<file path="config.mk">
export PLATFORM = sky130hd
export DESIGN_NAME = ifetch_queue
export DESIGN_NICKNAME = d
export VERILOG_FILES = /design/src/rtl/ifetch_pkg.sv /design/src/rtl/ifetch_fifo.sv /design/src/rtl/ifetch_queue.sv
export SDC_FILE = /design/constraint.sdc
export NUM_CORES = 1
export LEC_CHECK = 0
export ABC_CLOCK_PERIOD_IN_PS = 10700
export BUFFER_PORTS_ARGS = -buffer_cell sky130_fd_sc_hd__clkbuf_2
export CORE_AREA = 2 2 180 182
export CTS_BUF_LIST = sky130_fd_sc_hd__clkbuf_8
export DETAILED_ROUTE_END_ITERATION = 6
export DIE_AREA = 0 0 182 184
export PLACE_DENSITY = 0.75
export SKIP_CTS_REPAIR_TIMING = 1
export SLEW_MARGIN = 20
export SYNTH_ARGS = -nofsm -noshare
export SYNTH_HDL_FRONTEND = slang
export SYNTH_SLANG_ARGS = --single-unit
</file>
<file path="constraint.sdc">
create_clock -name clk -period 10.7 [get_ports clk]
set_input_delay 2.14 -clock clk [delete_from_list [all_inputs] [get_ports clk]]
set_output_delay 2.14 -clock clk [all_outputs]
set_load 0.005 [all_outputs]
</file>
<file path="src/rtl/ifetch_pkg.sv">
// Shared types and constants for the instruction fetch front-end.
package ifetch_pkg;

    typedef enum logic [1:0] {
        IDLE = 2'd0,
        REQ  = 2'd1,
        DROP = 2'd2
    } fetchState_t;

    localparam int DEFAULT_WORD_WIDTH = 32;
    localparam int PC_STEP            = 4;
    // Low address bits cleared to force word alignment of a redirect target.
    localparam int PC_ALIGN_MASK      = PC_STEP - 1;

endpackage

</file>
<file path="src/rtl/ifetch_fifo.sv">
// Prefetch FIFO of {pc, code} entries with synchronous flush and occupancy count.
module ifetch_fifo
    import ifetch_pkg::*;
#(
    parameter int DEPTH = 4,
    parameter int WIDTH = 64
) (
    input  logic                     clk,
    input  logic                     rst_n,
    input  logic                     flush,
    input  logic                     push,
    input  logic [WIDTH-1:0]         pushData,
    input  logic                     pop,
    output logic [WIDTH-1:0]         popData,
    output logic [$clog2(DEPTH):0]   count,
    output logic                     full,
    output logic                     empty
);
    localparam int AW = $clog2(DEPTH);
    localparam int CW = AW + 1;

    logic [WIDTH-1:0] mem [DEPTH];
    logic [AW-1:0]    wrPtr;
    logic [AW-1:0]    rdPtr;
    logic             doPush;
    logic             doPop;

    assign full    = (count == CW'(DEPTH));
    assign empty   = (count == '0);
    assign doPush  = push && !full && !flush;
    assign doPop   = pop && !empty && !flush;
    assign popData = mem[rdPtr];

    // Storage carries no reset; entries are only ever read behind a valid count.
    always_ff @(posedge clk) begin
        if (doPush) begin
            mem[wrPtr] <= pushData;
        end
    end

    always_ff @(posedge clk) begin
        if (!rst_n || flush) begin
            wrPtr <= '0;
            rdPtr <= '0;
            count <= '0;
        end else begin
            if (doPush) begin
                wrPtr <= wrPtr + AW'(1);
            end
            if (doPop) begin
                rdPtr <= rdPtr + AW'(1);
            end
            case ({doPush, doPop})
                2'b10:   count <= count + CW'(1);
                2'b01:   count <= count - CW'(1);
                default: count <= count;
            endcase
        end
    end

endmodule

</file>
<file path="src/rtl/ifetch_queue.sv">
// Fetch FSM and PC logic feeding the prefetch FIFO; one outstanding memory request.
// Define IFETCH_BYPASS_EN to forward an acked word straight to the core when the FIFO is empty.
module ifetch_queue
    import ifetch_pkg::*;
#(
    parameter int                    DEPTH      = 4,
    parameter int                    WORD_WIDTH = DEFAULT_WORD_WIDTH,
    parameter logic [WORD_WIDTH-1:0] RESET_PC   = '0
) (
    input  logic                    clk,
    input  logic                    rst_n,
    output logic                    mem_req,
    output logic [WORD_WIDTH-1:0]   mem_addr,
    input  logic                    mem_ack,
    input  logic [WORD_WIDTH-1:0]   mem_rdata,
    input  logic                    redirect,
    input  logic [WORD_WIDTH-1:0]   redirect_pc,
    output logic                    inst_valid,
    input  logic                    inst_ready,
    output logic [WORD_WIDTH-1:0]   inst_code,
    output logic [WORD_WIDTH-1:0]   inst_pc,
    output fetchState_t             dbgState,
    output logic [$clog2(DEPTH):0]  dbgCount
);
    localparam int CNT_W = $clog2(DEPTH) + 1;

    // Handshakes: a memory word transfers at an edge with mem_req && mem_ack, and mem_req/mem_addr
    // hold until then; an instruction transfers at an edge with inst_valid && inst_ready.
    fetchState_t           state;
    fetchState_t           stateNext;
    logic [WORD_WIDTH-1:0] fetchPc;
    logic [WORD_WIDTH-1:0] fetchPcNext;
    logic [WORD_WIDTH-1:0] addrQ;
    logic [WORD_WIDTH-1:0] addrNext;

    logic [WORD_WIDTH-1:0] targetPc;
    logic [WORD_WIDTH-1:0] pcInc;
    logic [WORD_WIDTH-1:0] headCode;
    logic [WORD_WIDTH-1:0] headPc;
    logic [CNT_W-1:0]      fifoCount;
    logic [CNT_W-1:0]      countAfter;
    logic                  fifoFull;
    logic                  fifoEmpty;
    logic                  fifoPush;
    logic                  fifoPop;
    logic                  hasSpace;
    logic                  bypassHit;
    logic                  bypassTake;

    assign targetPc = redirect_pc & ~WORD_WIDTH'(PC_ALIGN_MASK);
    assign pcInc    = addrQ + WORD_WIDTH'(PC_STEP);

`ifdef IFETCH_BYPASS_EN
    assign bypassHit = fifoEmpty && (state == REQ) && mem_ack && !redirect;
`else
    assign bypassHit = 1'b0;
`endif
    assign bypassTake = bypassHit && inst_ready;

    // A redirect wins over both sides of the FIFO in its cycle.
    assign fifoPush   = (state == REQ) && mem_ack && !redirect && !bypassTake;
    assign fifoPop    = !fifoEmpty && inst_ready && !redirect;
    assign countAfter = fifoCount + CNT_W'(fifoPush) - CNT_W'(fifoPop);
    assign hasSpace   = (countAfter < CNT_W'(DEPTH));

    ifetch_fifo #(
        .DEPTH (DEPTH),
        .WIDTH (2 * WORD_WIDTH)
    ) u_fifo (
        .clk      (clk),
        .rst_n    (rst_n),
        .flush    (redirect),
        .push     (fifoPush),
        .pushData ({addrQ, mem_rdata}),
        .pop      (fifoPop),
        .popData  ({headPc, headCode}),
        .count    (fifoCount),
        .full     (fifoFull),
        .empty    (fifoEmpty)
    );

    always_ff @(posedge clk) begin
        if (!rst_n) begin
            state   <= IDLE;
            fetchPc <= RESET_PC;
            addrQ   <= RESET_PC;
        end else begin
            state   <= stateNext;
            fetchPc <= fetchPcNext;
            addrQ   <= addrNext;
        end
    end

    // fetchPc holds the redirect target while DROP waits out the abandoned request.
    always_comb begin
        stateNext   = state;
        fetchPcNext = fetchPc;
        addrNext    = addrQ;
        if (redirect) begin
            fetchPcNext = targetPc;
            if ((state != IDLE) && !mem_ack) begin
                stateNext = DROP;
            end else begin
                stateNext = REQ;
                addrNext  = targetPc;
            end
        end else begin
            case (state)
                IDLE: begin
                    if (!fifoFull || fifoPop) begin
                        stateNext = REQ;
                    end
                end
                REQ: begin
                    if (mem_ack) begin
                        fetchPcNext = pcInc;
                        addrNext    = pcInc;
                        stateNext   = hasSpace ? REQ : IDLE;
                    end
                end
                DROP: begin
                    if (mem_ack) begin
                        stateNext = REQ;
                        addrNext  = fetchPc;
                    end
                end
                default: stateNext = IDLE;
            endcase
        end
    end

    always_comb begin
        mem_req    = (state != IDLE);
        mem_addr   = addrQ;
        inst_valid = !fifoEmpty;
        inst_code  = fifoEmpty ? '0 : headCode;
        inst_pc    = fifoEmpty ? '0 : headPc;
        if (bypassHit) begin
            inst_valid = 1'b1;
            inst_code  = mem_rdata;
            inst_pc    = addrQ;
        end
    end

    assign dbgState = state;
    assign dbgCount = fifoCount;

endmodule
</file>
Yosys cells after proc, flatten, opt, wreduce, memory -nomap -nowiden:

Memory sizes are Yosys's and may differ from the RTL's. A register that Yosys moved wholly into a read port is not among the register bits.
Cells that the tools add are included.

* mux-type cells: 22
* equality and inequality tests: 9
* add/subtract/negate cells: 7
* magnitude comparators: 1
* bitwise logic cells: 1
* reductions and logical operators: 28

Operators by type and width (count)
* 2-to-1 mux 32 bit: 9
* one-hot mux 32 bit (2 select lines): 1
* adder 32 x 3 -> 32 bit, second input constant: 1
* 2-to-1 mux 2 bit: 7
* logical AND 1 bit: 9
* != test 3 bit, second input constant: 3
* nonzero test 2 bit: 4
* one-hot mux 2 bit (3 select lines): 1
* one-hot mux 3 bit (2 select lines): 1
* logical NOT 1 bit: 5
* adder 2 x 1 -> 2 bit, second input constant: 2
* == test 2 x 1 -> 1 bit, second input constant: 2
* == test 2 bit, second input constant: 2
* AND reduction 2 bit: 2
* AND reduction 4 bit: 1
* adder 3 x 1 -> 3 bit: 1
* adder 3 x 1 -> 3 bit, second input constant: 1
* == test 3 bit, second input constant: 1
* logical NOT 3 bit: 1
* < comparator 3 bit, second input constant: 1
* 2-to-1 mux 1 bit: 3
* AND reduction 3 bit: 1
* nonzero test 3 bit: 1
* subtractor 3 x 1 -> 3 bit: 1
* other kinds (6): 7

* register bits after elaboration: 73
* memories kept: 1
* memory bits (writable): 256
* word-level logic and storage cells: 76
* input bits: 69

Memories
* u_fifo.mem: depth 4, bits a word 64, rd ports 1, clocked after Yosys merged registers in 1, wr ports 1, RTL line ifetch_fifo.sv:22 `logic [WIDTH-1:0] mem [DEPTH];`

Longest topological paths before layout:

Gate-level depths: netlist (run 1).

* word-level depth: 10
* mapped depth: 12
* mapped depth without buffers: 10

Cells and area by module:

From an unflattened synthesis (run 1), not the netlist that was laid out.

* cells, all modules: 963
* area total of the unflattened synthesis: 14193.6 um^2

By module, submodules not included
* ifetch_fifo: instances 1, area each 9798.1 um^2, cells each 389
* ifetch_queue: instances 1, area each 4395.5 um^2, cells each 574

Worst setup path after synthesis (run 1):

No wires, ideal clock.

* path kind: in2reg
* start: in mem_ack
* end: mem u_fifo.mem[0][0] (enable)
* cell stages on the path: 6
* slack: 5423 ps
* library setup time: 429 ps
* arrival time: 4849 ps
* required time: 10271 ps
* path through: clkbuf_1 > and3b_1 > clkbuf_1 > nand2_1 > a21oi_1 > and2_1

* cells in the longest elaborated chain, start to end: 6

Ends and longest elaborated chain
* start: declaration: RTL line ifetch_queue.sv:14 `input logic mem_ack,`
* logical AND 1 bit (2 in series): RTL line ifetch_queue.sv:61 `assign fifoPush = (state == REQ) && mem_ack && !redirect && !bypassTake;`
* logical AND 1 bit (2 in series): RTL line ifetch_fifo.sv:30 `assign doPush = push && !full && !flush;`
* 2-to-1 mux 1 bit: RTL line ifetch_fifo.sv:36 `if (doPush) begin`
* 2-to-1 mux 1 bit (implied by the code): RTL line ifetch_fifo.sv:37 `mem[wrPtr] <= pushData;`
* end: declaration: RTL line ifetch_fifo.sv:22

Every way passes these cells.

==> reports/summary.txt, run 1 <==
status: complete, no violations
# clock sinks: 331
final worst setup slack: 5.53 ns
dpl hpwl: 19400 µm
num rows: 65
Util after Layout: 52.0%
vias per cell: 5.75
Min-Delay Path Class: reg -> reg
Yosys reg bits: 331
crit path kind: reg -> out
most frequent cells in the layout: 256 x edfxtp_1, 169 x clkbuf_2, 75 x and2_1
maxcap violations: 0
Worst Reg-to-Reg Cells: 6
CP Launch Type: register
TritonCTS clock tree: done
final hold vios: 0
Final Max Slew Viols: 0
initial drt markers: 670
Die Y: 184 µm
endpoint class of the critical path: primary output
first-pass GRT wire length: 51700 µm
Buf+Inv Stages, Crit Path: 2
Clock Pin Slew Worst Setup and Hold Paths: 0.06 ns
Period minus WS final: 5.17 ns
post-synthesis sequential area ratio: 65.2%
Synth Net Count: 1056
power per cell area: 159 nW/µm²
delay-heaviest family, CP: flip-flops
DR DRC count: 0
synthesized area per cell: 14.4 µm²
R2R Setup Slk: 7.87 ns
Cells after Synth: 978
Initial Utilization: 44.9%
Achievable Freq: 193 MHz
Async S/R FF share, synth: 0%
Placement Setup Slack: 5.66 ns
average wire per standard cell: 21.0 µm
worst path cell trace: buf_4 > mux4_2 > and2_1 > clkbuf_2
hold worst-path end: fetchPc[1]$_SDFFE_PP0N_
GRT Util Overall: 20.0%
Setup Skew: 0.0333 ns
Worst R2R End: mem_addr[24]$_SDFFE_PN0P_
die area: 33500 µm²
largest fanout on the critical path: 34
worst hold slack: 0.464 ns
largest net degree at the start of global routing: 78
Final nets: 1226
cell count along the critical path: 4
total routed wirelength: 33400 µm
Yosys top cell area share: 54.6%
Clock Path Buffers: 3
LEAKAGE: 5.69 nW
measured slew at the worst slew-check pin: 1.09 ns
drt first pass iters: 5
DR top layer: met4
CP arrival: 3.03 ns
met3 WL: 2500 µm
H-tree lvl count: 2
GPL Wtd Cong: 0.840
input/output buffers: 169
worst-case vdd ir drop: 0.100 mV
EDFF count, synth: 256
largest cells by area after synthesis: edfxtp_1 55%, dfxtp_1 11%, mux4_2 10%, and2_1 3.5%, o21ai_0 1.6%
most common cell after layout, fill and taps aside: edfxtp_1
Met2 Routed Length: 16100 µm
HP Start: fetchPc[1]$_SDFFE_PP0N_
worst r2r src: mem_addr[3]$_SDFFE_PN0P_
post-route ant nets: 0
total number of vias: 9176
grt ovf: 0
Total Negative Setup Slacks: 0 ns
Clock Root Buffer: clkbuf_8
CP max-delay cell: dfxtp_4
Core Area: 31400 µm²
Finish-stage setup viols: 0
crit-path max cell delay: 0.86 ns
RSZ-0062 raised after global routing: false
area leader, netlist: edfxtp_1
ys flop type: edfxtp_1
vias in the first global route: 9072
Yosys cell types: 64
Worst EP required: 8.56 ns
clock latency on the worst-skew pair: 0.58 ns
Ys Warns: 0
initial antenna violation count: 1
Final Cycle Share: 48.3%
IO Pins: 172
Die X: 182 µm
fraction of layout cells with a size suffix above 1: 28.1%
total power: 2.60 mW
Area Overhead vs Synth: 15.8%
CTS buffer count: 54
Worst slew margin: 27.1%
hold depth: 2
Syn Std Cell Area: 14100 µm²
met1 WL: 14000 µm
## power breakdown
group / internal, mW / switching, mW / leakage [nW] / total (mW)
combinational: 0.0626 / 0.0875 / 2.15 / 0.150
clock: 0.505 / 0.493 / 0.592 / 0.998
sequential: 1.41 / 0.0368 / 2.95 / 1.45
## worst reg2reg max path, delay by kind of cell (launching register included)
kind,cells,cell delay (ns)
compound gates,2,0.44
fa+ha+maj,1,0.30
flops,1,0.57
simple gates,3,1.46
## flip-flops by register name, indices dropped and copies added (netlist names), named ones only
| signal | cells |
|---|---|
| u_fifo.mem | 256 |
| fetchPc | 32 |
| mem_addr | 32 |
| u_fifo.count | 3 |
| dbgState | 2 |
| u_fifo.rdPtr | 2 |
| u_fifo.wrPtr | 2 |
## layout make-up
class	instances	area (µm²)
well taps	402	503
inverters	16	60.1
clock buffers	55	757
multi-input cells	564	4600
clock inverters	45	221
fillers	2677	15100
flip-flops and latches	331	9200
repair buffers	181	968
diodes	1	2.50
## layer usage
layer  vias to the layer above  global-route usage, %
li1                       4142                      -
met1                      4573                   26.9
met4                         0                   6.97
met3                        60                   3.53
met2                       401                   33.1
met5                         -                      0
## synth_stat cells, types with 14 or more instances
library cell	n
a21oi_1	28
and2_1	79
clkbuf_1	53
dfxtp_1	75
edfxtp_1	256
inv_1	16
mux4_2	64
nand2_1	60
nand3_1	22
nor2_1	40
nor3_1	14
o21ai_0	46
xnor2_1	19
## through the flow
step           instance area (µm²)  std cells
4_1_cts                      16300       1592
5_1_grt                      16300       1595
6_report                     16300       1595
3_3_place_gp                 15300       1492
3_5_place_dp                 15300       1492
2_1_floorplan                14100        978
## cell families (layout without fill, tap and decap cells)
logic type | Yosys count | in the layout | synth area share [%]
DFF | 331 | 331 | 65.2
and+or+nand+nor | 269 | 269 | 10.2
AOI/OAI and AO/OA | 186 | 186 | 8.92
buffers and inverters | 83 | 297 | 2.28
muxes | 68 | 68 | 10.5
xor gates and xnor gates | 32 | 32 | 1.99
adders and majority gates | 9 | 9 | 0.853
other | 0 | 1 | 0
## worst max-delay path by stage
stage | slack, ns | to | from
after detailed placement | 5.66 | u_fifo.mem[1][23]$_DFFE_PP_ | redirect
final | 5.53 | inst_pc[12] | register
after global placement | 5.70 | fetchPc[22]$_SDFFE_PN0P_ | rst_n
after floorplan | 5.42 | u_fifo.mem[0][0]$_DFFE_PP_ | mem_ack
after global routing | 5.24 | inst_pc[12] | register
after CTS | 5.39 | inst_pc[12] | register
(Power assumes the default switching activity.)
==> run 2: changes to the inputs <==
ABC_CLOCK_PERIOD_IN_PS = 5000   (was 10700)
clock period = 5 ns   (was 10.7 ns; I/O delays follow)
==> run 2 against run 1 <==
Against the previous run:
- wire length shrank 0.87%
- cell count is the same
- die area is the same
- combinational power grew 120%
- design area grew 0.61%
- clock skew shrank 0.017 ns
- first-iteration DRC count grew 3.9%
- clock-buffer cell count grew 4
- global-route usage shrank 0.22 points
- register-to-register slack lost 5.7 ns
- sequential share of layout area shrank 0.34 points
- utilization grew 0.31 points
- critical endpoint is now inst_pc[13]
==> reports/summary.txt, run 2 (synthesized netlist as in run 1, its figures left out) <==
most common cell after layout, fill and taps aside: edfxtp_1
most frequent cells in the layout: 256 x edfxtp_1, 169 x clkbuf_2, 75 x and2_1
TritonCTS clock tree: done
Area Overhead vs Synth: 16.5%
CTS buffer count: 54
initial antenna violation count: 0
crit path kind: reg -> out
final hold vios: 0
measured slew at the worst slew-check pin: 1.07 ns
fraction of layout cells with a size suffix above 1: 28.2%
post-route ant nets: 0
Achievable Freq: 273 MHz
Util after Layout: 52.3%
Largest register FFs: 256
maxcap violations: 0
dpl hpwl: 20000 µm
Core Area: 31400 µm²
total number of vias: 9181
Worst EP required: 4.00 ns
endpoint class of the critical path: primary output
H-tree lvl count: 2
Worst slew margin: 28.6%
status: complete, no violations
DR DRC count: 0
# diodes: 0
worst r2r src: dbgState[0]$_SDFFE_PN0P_
largest net degree at the start of global routing: 78
num rows: 65
vias per cell: 5.76
crit-path max cell delay: 0.83 ns
drt first pass iters: 5
Clock Root Buffer: clkbuf_8
CP Launch Type: register
grt ovf: 0
total routed wirelength: 33100 µm
largest reg by FF count: u_fifo.mem
worst-case vdd ir drop: 0.166 mV
# clock sinks: 331
power per cell area: 346 nW/µm²
input/output buffers: 169
Finish-stage setup viols: 0
total power: 5.68 mW
RSZ-0062 raised after global routing: false
Final nets: 1230
fillcell total: 2630
CP arrival: 2.66 ns
Die X: 182 µm
Period minus WS final: 3.66 ns
largest fanout on the critical path: 35
Min-Delay Path Class: reg -> reg
GRT Util Overall: 19.8%
CP max-delay cell: dfxtp_4
Clock Path Buffers: 3
HP Start: fetchPc[1]$_SDFFE_PP0N_
LEAKAGE: 5.71 nW
GPL Wtd Cong: 0.845
Clock Pin Slew Worst Setup and Hold Paths: 0.06 ns
Die Y: 184 µm
first-pass GRT wire length: 51200 µm
initial drt markers: 696
vias in the first global route: 9031
IO Pins: 172
Total Negative Setup Slacks: 0 ns
die area: 33500 µm²
worst path cell trace: buf_12 > mux4_2 > and2_1 > clkbuf_2
Final Max Slew Viols: 0
Final Cycle Share: 73.2%
Initial Utilization: 44.9%
clock latency on the worst-skew pair: 0.57 ns
Setup Skew: 0.0159 ns
average wire per standard cell: 20.8 µm
[run 2: cell count changes in the layout (fill, tap and decap cells not counted), sizes merged]
cell,previous run,this run
buf,12,16
diode,1,0
clkinv,20,17
clkbuf,224,228
inv,39,33
bufinv,1,3
[run 2: routing by layer]
metal	track usage [%]	up-vias	wire length [µm]
li1	-	4159	-
met1	27.4	4536	14100
met2	31.6	419	15400
met3	3.90	67	2720
met4	6.77	0	903
met5	0	-	0
[run 2: final cells by class]
| cell class | instances | area (µm²) | share of cell area, % |
|---|---|---|---|
| tap | 402 | 503 | 3.07 |
| clock inverter | 38 | 230 | 1.40 |
| multi-input combinational | 564 | 4600 | 28.1 |
| sequential | 331 | 9200 | 56.0 |
| clock buffer | 59 | 812 | 4.95 |
| timing repair buffer | 185 | 1000 | 6.12 |
| inverter | 16 | 60.1 | 0.366 |
[run 2: worst paths after layout]
kind / to / slack, ns / cells past startpoint
hold reg to reg: fetchPc[1]$_SDFFE_PP0N_ / 0.46 / 2
hold / removal: fetchPc[1]$_SDFFE_PP0N_ / 0.46 / 2
setup reg to reg: u_fifo.mem[2][12]$_DFFE_PP_ / 2.19 / 4
setup / recovery: inst_pc[13] / 1.34 / 4
[run 2: power by group]
group | switching [mW] | internal (mW)
logic | 0.189 | 0.136
registers | 0.0792 | 3.02
clock network | 1.02 | 1.23
total | 1.29 | 4.39
[run 2: stage by stage]
stage | hold slack (ns) | instances | cell area, µm² | worst slack, ns
2_1_floorplan | 0.436 | 978 | 14100 | 0.863
3_3_place_gp | 0.443 | 1498 | 15400 | 1.52
3_5_place_dp | 0.452 | 1498 | 15400 | 1.52
4_1_cts | 0.461 | 1595 | 16400 | 1.25
5_1_grt | 0.484 | 1595 | 16400 | 1.16
6_report | 0.460 | 1595 | 16400 | 1.34
[run 2: critical path, delay by kind of cell (launching register included)]
kind | cells | cell delay (ns)
flops | 1 | 0.83
simple gates | 1 | 0.20
mux | 1 | 0.55
buf+inv | 2 | 0.50
